**config.mk**
```make
export PLATFORM = sky130hd
export DESIGN_NAME = move_engine
export DESIGN_NICKNAME = d
export VERILOG_FILES = /design/src/rtl/move_engine.sv
export SDC_FILE = /design/constraint.sdc
export NUM_CORES = 1
export LEC_CHECK = 0
export ABC_AREA = 1
export CORE_ASPECT_RATIO = 0.75
export CORE_MARGIN = 10
export CORE_UTILIZATION = 27
export DETAILED_ROUTE_END_ITERATION = 10
export HOLD_SLACK_MARGIN = 0.06
export PLACE_DENSITY = 0.43
export SYNTH_ARGS = -nofsm -noshare
export SYNTH_HDL_FRONTEND = slang
export SYNTH_SLANG_ARGS = --single-unit
```
**constraint.sdc**
```tcl
create_clock -name clk -period 31.6 [get_ports clk]
set_clock_uncertainty 0.15 [all_clocks]
set_input_delay 6.32 -clock clk [delete_from_list [all_inputs] [get_ports clk]]
set_output_delay 6.32 -clock clk [all_outputs]
set_load 0.02 [all_outputs]
```
**src/rtl/move_engine.sv**
```systemverilog
// Sequential 2048 move engine: slides and merges an N x N board of exponent-coded
// tiles one line per clock, reporting moved / score increment / win on completion.
module move_engine #(
    parameter int N        = 4,
    parameter int TW       = 4,
    parameter int SCORE_W  = 16,
    parameter int WIN_CODE = 11
) (
    input  logic                 clk,
    input  logic                 rst_n,
    input  logic                 start,
    input  logic [1:0]           dir,
    input  logic [N*N*TW-1:0]    board_in,
    output logic [N*N*TW-1:0]    board_out,
    output logic                 busy,
    output logic                 done,
    output logic                 moved,
    output logic [SCORE_W-1:0]   score_add,
    output logic                 win
);
    localparam int BW = N * N * TW;
    localparam int IW = (N > 1) ? $clog2(N) : 1;
    localparam logic [TW-1:0]    SAT_CODE  = '1;
    localparam logic [SCORE_W:0] SCORE_MAX = {1'b0, {SCORE_W{1'b1}}};

    typedef enum logic [1:0] {S_IDLE, S_RUN, S_DONE} state_t;

    state_t             state_q, state_d;
    logic [IW-1:0]      idx_q, idx_d;
    logic [1:0]         dir_q, dir_d;
    logic [BW-1:0]      work_q, work_d;
    logic [BW-1:0]      board_q, board_d;
    logic               moved_acc_q, moved_acc_d;
    logic               win_acc_q, win_acc_d;
    logic [SCORE_W-1:0] score_acc_q, score_acc_d;
    logic               moved_q, moved_d;
    logic               win_q, win_d;
    logic [SCORE_W-1:0] score_q, score_d;

    logic [TW-1:0]      line_in  [N];
    logic [TW-1:0]      comp     [N+1];
    logic [TW-1:0]      line_out [N];
    logic               line_moved;
    logic               line_win;
    logic [SCORE_W-1:0] line_score;

    // Bit offset of element j of line i, counted from the edge tiles slide toward.
    function automatic int tile_lsb(input logic [1:0] d, input int i, input int j);
        int r;
        int c;
        case (d)
            2'd0:    begin r = j;         c = i;         end
            2'd1:    begin r = N - 1 - j; c = i;         end
            2'd2:    begin r = i;         c = j;         end
            default: begin r = i;         c = N - 1 - j; end
        endcase
        return (N * N - 1 - (r * N + c)) * TW;
    endfunction

    // Line datapath: compact, merge adjacent equal pairs once, zero-fill the tail.
    always_comb begin
        int               k;
        int               o;
        logic             skip;
        logic [SCORE_W:0] sum;
        logic [SCORE_W:0] term;
        // NOTE: every combinational output gets a default before any branch, so no latch is inferred.
        k          = 0;
        o          = 0;
        skip       = 1'b0;
        term       = '0;
        sum        = {1'b0, score_acc_q};
        line_moved = 1'b0;
        line_win   = 1'b0;
        for (int j = 0; j <= N; j++) comp[j] = '0;
        for (int j = 0; j < N; j++) begin
            line_in[j]  = work_q[tile_lsb(dir_q, int'(idx_q), j) +: TW];
            line_out[j] = '0;
        end
        for (int j = 0; j < N; j++) begin
            if (line_in[j] != '0) begin
                comp[k] = line_in[j];
                k++;
            end
        end
        // comp[N] is always empty, so the pair test never matches past the last tile.
        for (int j = 0; j < N; j++) begin
            if (skip) begin
                skip = 1'b0;
            end else if (comp[j] != '0) begin
                if (comp[j] == comp[j+1] && comp[j] != SAT_CODE) begin
                    line_out[o] = comp[j] + 1'b1;
                    term = (int'(comp[j]) + 1 >= SCORE_W) ? SCORE_MAX
                                                          : (SCORE_W+1)'(1) << (int'(comp[j]) + 1);
                    sum  = sum + term;
                    if (sum > SCORE_MAX) sum = SCORE_MAX;
                    skip = 1'b1;
                end else begin
                    line_out[o] = comp[j];
                end
                o++;
            end
        end
        for (int j = 0; j < N; j++) begin
            if (line_out[j] != line_in[j]) line_moved = 1'b1;
            if (int'(line_out[j]) >= WIN_CODE) line_win = 1'b1;
        end
        line_score = sum[SCORE_W-1:0];
    end

    always_comb begin
        state_d     = state_q;
        idx_d       = idx_q;
        dir_d       = dir_q;
        work_d      = work_q;
        board_d     = board_q;
        moved_acc_d = moved_acc_q;
        win_acc_d   = win_acc_q;
        score_acc_d = score_acc_q;
        moved_d     = moved_q;
        win_d       = win_q;
        score_d     = score_q;
        case (state_q)
            S_IDLE: begin
                if (start) begin
                    state_d     = S_RUN;
                    idx_d       = '0;
                    dir_d       = dir;
                    work_d      = board_in;
                    moved_acc_d = 1'b0;
                    win_acc_d   = 1'b0;
                    score_acc_d = '0;
                end
            end
            S_RUN: begin
                for (int j = 0; j < N; j++) work_d[tile_lsb(dir_q, int'(idx_q), j) +: TW] = line_out[j];
                moved_acc_d = moved_acc_q | line_moved;
                win_acc_d   = win_acc_q | line_win;
                score_acc_d = line_score;
                if (idx_q == IW'(N - 1)) begin
                    state_d = S_DONE;
                    board_d = work_d;
                    moved_d = moved_acc_d;
                    win_d   = win_acc_d;
                    score_d = score_acc_d;
                end else begin
                    idx_d = idx_q + 1'b1;
                end
            end
            S_DONE:  state_d = S_IDLE;
            default: state_d = S_IDLE;
        endcase
    end

    always_ff @(posedge clk) begin
        // NOTE: the work register is cleared too, so an aborted move leaves no stale board behind.
        if (!rst_n) begin
            state_q     <= S_IDLE;
            idx_q       <= '0;
            dir_q       <= '0;
            work_q      <= '0;
            board_q     <= '0;
            moved_acc_q <= 1'b0;
            win_acc_q   <= 1'b0;
            score_acc_q <= '0;
            moved_q     <= 1'b0;
            win_q       <= 1'b0;
            score_q     <= '0;
        end else begin
            // NOTE: non-blocking updates keep every flop sampling the pre-edge values.
            state_q     <= state_d;
            idx_q       <= idx_d;
            dir_q       <= dir_d;
            work_q      <= work_d;
            board_q     <= board_d;
            moved_acc_q <= moved_acc_d;
            win_acc_q   <= win_acc_d;
            score_acc_q <= score_acc_d;
            moved_q     <= moved_d;
            win_q       <= win_d;
            score_q     <= score_d;
        end
    end

    assign board_out = board_q;
    assign busy      = (state_q != S_IDLE);
    assign done      = (state_q == S_DONE);
    assign moved     = moved_q;
    assign score_add = score_q;
    assign win       = win_q;
endmodule

```
==> results of run 1 <==
[cells in the mapped netlist, types with 34 or more instances]
| master | n | area [µm²] |
|---|---|---|
| sky130_fd_sc_hd__a21oi_1 | 264 | 1320 |
| sky130_fd_sc_hd__clkbuf_1 | 63 | 236 |
| sky130_fd_sc_hd__dfxtp_1 | 170 | 3400 |
| sky130_fd_sc_hd__ha_1 | 130 | 1630 |
| sky130_fd_sc_hd__inv_1 | 429 | 1610 |
| sky130_fd_sc_hd__nand2_1 | 1142 | 4290 |
| sky130_fd_sc_hd__nand3_1 | 419 | 2100 |
| sky130_fd_sc_hd__nand4_1 | 39 | 244 |
| sky130_fd_sc_hd__nor2_1 | 257 | 965 |
| sky130_fd_sc_hd__o21ai_0 | 254 | 1270 |
| sky130_fd_sc_hd__o21ai_1 | 36 | 180 |
| sky130_fd_sc_hd__o21bai_1 | 34 | 255 |
| sky130_fd_sc_hd__xor2_1 | 49 | 429 |
[final cells by class]
type	count	area, µm²
timing repair buffer	171	1660
multi-input combinational	2843	14500
clock inverter	14	173
inverter	465	1750
sequential	170	3400
fill	8433	50600
antenna	1	2.50
clock buffer	18	429
tap	968	1210
[through the flow]
step,setup WS [ns],hold slack (ns),area [µm²]
after floorplan,17.91,0.292,20200
after global placement,13.72,0.292,22500
after detailed placement,13.18,0.288,22500
after CTS,13.13,0.305,23100
after global routing,10.76,0.321,23100
final,12.69,0.303,23100
[critical path: cells and delay by family, from the launching register on]
| kind | cells | cell delay [ns] |
|---|---|---|
| AOI/OAI and AO/OA | 46 | 6.99 |
| adders and majority gates | 7 | 2.42 |
| buffers and inverters | 11 | 2.28 |
| DFF | 1 | 0.62 |
| and+or+nand+nor | 33 | 6.30 |
[how the worst max path moves through the flow]
stage / start / end / slack [ns] / depth (start not counted)
final: dir_q[1] / score_acc_q[10] / 12.69 / 97
after global routing: dir_q[1] / score_acc_q[10] / 10.76 / 98
after CTS: dir_q[1] / score_acc_q[10] / 13.13 / 98
after global placement: dir_q[1] / score_acc_q[8] / 13.72 / 99
after detailed placement: dir_q[1] / score_acc_q[10] / 13.18 / 98
after floorplan: dir_q[1] / score_acc_q[7] / 17.91 / 108
[layout by cell type, fill, tap and decap left out, types with 6 or more instances in the layout]
cell type,instances
sky130_fd_sc_hd__nand2_1,1142
sky130_fd_sc_hd__inv_2,31
sky130_fd_sc_hd__nand2_4,7
sky130_fd_sc_hd__xnor2_1,14
sky130_fd_sc_hd__o21ai_0,254
sky130_fd_sc_hd__clkbuf_16,17
sky130_fd_sc_hd__ha_1,130
sky130_fd_sc_hd__a21boi_0,13
sky130_fd_sc_hd__o21ai_1,35
sky130_fd_sc_hd__nor2_4,6
sky130_fd_sc_hd__a21oi_1,264
sky130_fd_sc_hd__nand2_2,29
sky130_fd_sc_hd__buf_4,19
sky130_fd_sc_hd__nand3_1,419
sky130_fd_sc_hd__nand4_1,39
sky130_fd_sc_hd__or2_2,16
sky130_fd_sc_hd__o211ai_1,17
sky130_fd_sc_hd__nor2_1,255
sky130_fd_sc_hd__nand3_2,15
sky130_fd_sc_hd__nor2_2,9
sky130_fd_sc_hd__dfxtp_1,170
sky130_fd_sc_hd__a22o_1,12
sky130_fd_sc_hd__clkinv_1,6
sky130_fd_sc_hd__inv_1,427
sky130_fd_sc_hd__nor3_1,30
sky130_fd_sc_hd__xor2_1,49
sky130_fd_sc_hd__o21bai_1,34
sky130_fd_sc_hd__clkdlybuf4s50_1,152
[registers in the layout (all words and copies together), names as in the netlist]
signal and flops:
idx_q 2, state_q 2, win 1, moved_acc_q 1
score_acc_q 16, dir_q 2, moved 1, work_q 64
win_acc_q 1, score_add 16, board_out 64
[routing by layer]
| metal | track usage | vias to the layer above |
|---|---|---|
| met5 | 0.0167 | - |
| met4 | 0.0479 | 14 |
| met2 | 0.304 | 1288 |
| met1 | 0.390 | 11700 |
| li1 | - | 11800 |
| met3 | 0.100 | 102 |
[kinds of logic after synthesis]
logic type               Yosys count  share of synthesized area
AND/OR/NAND/NOR                 1983                      0.421
AO/OA/AOI/OAI                    662                      0.182
buffers and inverters            582                      0.115
flip-flops                       170                      0.169
adder cells (fa/ha/maj)          135                     0.0856
XOR/XNOR                          63                     0.0274
==> impl_results.md, run 1 <==
- Final Critical Period: 18.91 ns
- Port Buf Inserts: 152
- Highest-delay cell along the critical path: sky130_fd_sc_hd__clkinv_1
- Drt wl/cell: 24.3 µm
- Wire length on met1: 56.1 mm
- Yosys warns: 0
- Worst path max stage delay: 0.91 ns
- RePlAce Congestion: 1.05
- Latest clock arrival within the worst-skew pair: 0.53 ns
- CP startpoint kind: flip-flop
- Sinks on the clock net: 170
- Measured slew at the worst slew-check pin: 1.19 ns
- Setup Buffers After CTS: 0
- First-pass GRT wire length: 159 mm
- Maximum number of buffers from clock root to sink: 2
- Setup repair after global routing missed its margin: no
- Fin nets: 3,872
- Main synth FF type: sky130_fd_sc_hd__dfxtp_1
- Endpoint of the worst hold path: board_out[20]
- Area growth syn-to-layout: 14.5%
- Critical path capture point type: flip-flop
- Horizontal extent of the die: 336 µm
- Post-synth EDFFs: 0
- Clock slew at the register clock pins of the worst setup and hold paths: 0.09 ns
- Final number of max-transition violations: 0
- Total instance count after detailed placement: 4,617
- Worst endpoint data arrival time: 19.20 ns
- Antenna viol nets, final: 0
- Via/cell ratio: 5.36
- Die Outline Area: 86,100 µm²
- Outcome: finished, final reports clean
- Final worst-path cycle share: 0.598
- Number of DRC violations after detailed routing: 0
- Synthesized flop and latch total: 170
- Met2 WL post-DR: 39.9 mm
- CTS tree: built
- CTS Hold Bufs: 0
- R2r setup slk: 12.69 ns
- Initial Utilization: 0.274
- FF-to-FF Start: dir_q[1]
- Maximum achievable frequency: 52.9 MHz
- Initial DRT Pass Iterations: 6
- Overall track demand over capacity in global routing: 0.251
- Site row count: 86
- Number of H-tree branching levels: 4
- Non-filler instance count after layout: 4,650
- Clock root buffer: sky130_fd_sc_hd__clkbuf_16
- Fraction of final layout cells sized beyond drive strength 1: 0.0489
- Floorplan die height: 257 µm
- Critical R2R Capture: score_acc_q[10]
- Setup-violating endpoint count in the final report: 0
- IO Pins: 153
- Fraction of registers with async set or reset after synthesis: 0
- DR iter-0 viols: 3,304
- Number of antenna violations at the first check in global routing: 10
- Critical path required time: 31.90 ns
- Share of the yosys chip area belonging to registers: 0.169
- Path category of the worst min-delay check: reg2reg
- Origin of the worst min-delay path: board_out[20]
- Worst reg-to-reg path cell count: 97
- Relative slew slack: 0.202
- Clock buffer count from CTS: 17
- Vias post-DR: 24,900
- Maximum number of pins on one net before global-route repair: 79
- DR WL met3: 15.2 mm
- Critical Path Fanout Max: 27
- Detailed-placement wirelength estimate: 90.7 mm
- Post-CTS sizing: 0
- Max_cap viols: 0
- Overflow left after global routing: 0
- Post-synthesis cell type count: 55
- Vias in the first global route: 21,800
- Synthesized instance count: 3,595
- Hold Path Depth: 2
- Core Util, Final: 0.313
- Worst setup path class: reg2reg
- Highest routing layer actually used: met5
- Setup TNS: 0 ns
- Core area: 73,700 µm²
- Hold Vio Cnt, Final: 0
- Post-synthesis net count: 3,799
- Synthesized cell area: 20,200 µm²
- Routed wire length: 113 mm
- Average cell area after synthesis: 5.61 µm²
Power of run 1 is left out: the tool's default activity adds up to more than one toggle a clock period on the data nets, which glitch-free logic cannot reach.
==> run 2: changes to the inputs <==
- clock period: 31.6 -> 18.32 ns (I/O delays scaled with it)
==> run 2 against run 1 <==
Net effect:
- utilization is 0.42 points higher
- hold slack lost 0.0012 ns
- design area up 1.3%
- die area did not move
- wire length grew 0.77%
- largest cell class unchanged
- first-iteration DRC count down 0.51%
==> impl_results.md, run 2 (synthesis results as in run 1) <==
- CTS tree: built
- Path category of the worst min-delay check: reg2reg
- Site row count: 86 (unchanged)
- Fraction of final layout cells sized beyond drive strength 1: 0.0583 (+0.00942)
- Commonest non-fill, non-tap cell in the layout: sky130_fd_sc_hd__nand2_1
- Hold Vio Cnt, Final: 0 (unchanged)
- Initial Utilization: 0.274 (unchanged)
- Maximum achievable frequency: 59.8 MHz (+13%)
- Setup-violating endpoint count in the final report: 0 (unchanged)
- Outcome: finished, final reports clean
- Antenna viol nets, final: 0 (unchanged)
- Horizontal extent of the die: 336 µm (unchanged)
- Latest clock arrival within the worst-skew pair: 0.52 ns (about the same)
- Highest-delay cell along the critical path: sky130_fd_sc_hd__fa_2
- Maximum number of pins on one net before global-route repair: 70 (-11%)
- Fin nets: 3,895 (+0.59%)
- Detailed-placement wirelength estimate: 91.8 mm (+1.2%)
- First-pass GRT wire length: 161 mm (+1.3%)
- Port Buf Inserts: 152 (unchanged)
- Leading cell types in the layout, fill and taps excluded: sky130_fd_sc_hd__nand2_1, sky130_fd_sc_hd__inv_1, sky130_fd_sc_hd__nand3_1, sky130_fd_sc_hd__a21oi_1, sky130_fd_sc_hd__nor2_1
- CP startpoint kind: flip-flop
- DR iter-0 viols: 3,287 (-0.51%)
- Final Critical Period: 16.72 ns (-2.18 ns)
- Maximum number of buffers from clock root to sink: 2 (unchanged)
- Floorplan die height: 257 µm (unchanged)
- Sinks on the clock net: 170 (unchanged)
- Total instance count after detailed placement: 4,627 (+0.22%)
- Clock root buffer: sky130_fd_sc_hd__clkbuf_16
- Overflow left after global routing: 0 (unchanged)
- Cell seen most often among critical-path stages: sky130_fd_sc_hd__nand2_1
- Die Outline Area: 86,100 µm² (unchanged)
- Routed wire length: 114 mm (+0.77%)
- Vias post-DR: 24,700 (-1.0%)
- Non-filler instance count after layout: 4,673 (+0.49%)
- IO Pins: 153 (unchanged)
- Vias in the first global route: 22,100 (+1.3%)
- RePlAce Congestion: 1.03 (-1.8%)
- Critical path capture point type: flip-flop
- CTS Hold Bufs: 0 (unchanged)
- Via/cell ratio: 5.28 (-1.5%)
- Critical Path Fanout Max: 43 (+59%)
- Worst setup path class: reg2reg
- Worst path max stage delay: 0.54 ns (-0.37 ns)
- Clock slew at the register clock pins of the worst setup and hold paths: 0.09 ns (about the same)
- Number of H-tree branching levels: 4 (unchanged)
- Area growth syn-to-layout: 16.0%
- Final worst-path cycle share: 0.913 (+0.315)
- Drt wl/cell: 24.4 µm (+0.28%)
- Core area: 73,700 µm² (unchanged)
- Minimum setup slack after placement: 0.753 ns (-12.43 ns)
- Overall track demand over capacity in global routing: 0.253 (+0.00276)
- Max_cap viols: 0 (unchanged)
- Critical path required time: 18.61 ns (-13.29 ns)
- Measured slew at the worst slew-check pin: 1.30 ns (+0.107 ns)
- Final number of max-transition violations: 0 (unchanged)
- Clock buffer count from CTS: 17 (unchanged)
- Min setup slack post-route: 1.60 ns (-11.10 ns)
- Worst endpoint data arrival time: 17.02 ns (-2.18 ns)
- Number of antenna violations at the first check in global routing: 6 (-4)
- Initial DRT Pass Iterations: 5 (-1)
- Relative slew slack: 0.130 (-0.0716)
- Number of DRC violations after detailed routing: 0 (unchanged)
-- run 2: cell count changes in the layout (fill, tap and decap cells not counted), sizes merged --
cell / delta
nand2: +1
buf: +20
nor2: +1
clkinvlp: +2
clkinv: +2
bufinv: +1
inv: -4
-- run 2: worst max-delay path, delay by kind of cell (launching register included) --
kind	cells	cell delay (ns)
and+or+nand+nor	34	4.30
buffers and inverters	13	1.77
AOI/OAI and AO/OA	47	7.40
adders and majority gates	7	2.49
DFF	1	0.47
-- run 2: path summary, 6_finish.rpt --
path | slack (ns) | end | cells past startpoint | from
setup / recovery | 1.60 | score_acc_q[10] | 101 | dir_q[1]
hold reg to reg | 0.30 | board_out[28] | 2 | board_out[28]
hold / removal | 0.30 | board_out[28] | 2 | board_out[28]
setup reg to reg | 1.60 | score_acc_q[10] | 101 | dir_q[1]
-- run 2: timing repair --
action                                  in CTS  in global routing
gates resized for setup                      0                 30
hold endpoints to repair                     0                  0
buffers inserted                             0                 11
endpoints found under the setup margin       0                 32
-- run 2: routing by layer --
layer  vias to the layer above  track usage  wire [µm]
li1                      11900            -          -
met1                     11400        0.388      55900
met2                      1279        0.308      40000
met3                       117        0.111      16300
met4                        12       0.0531       1910
met5                         -            0         71
-- run 2: cell type report --
type                    instances  area (µm²)
well taps                     968        1210
multi-input cells            2845       14600
fillers                      8325       50300
flip-flops and latches        170        3410
inverters                     465        1760
repair buffers                192        1830
clock buffers                  17         425
diodes                          1        2.50
clock inverters                15         201
-- run 2: per-stage QoR --
stage	util	hold slack [ns]	area (µm²)	setup TNS [ns]
after CTS	0.315	0.305	23200	0
final	0.317	0.302	23400	0
after global routing	0.317	0.312	23400	-0.0441
after floorplan	-	0.292	20200	0
after detailed placement	0.306	0.289	22600	0
after global placement	0.306	0.291	22600	0
Power of run 2 is left out for the same reason.
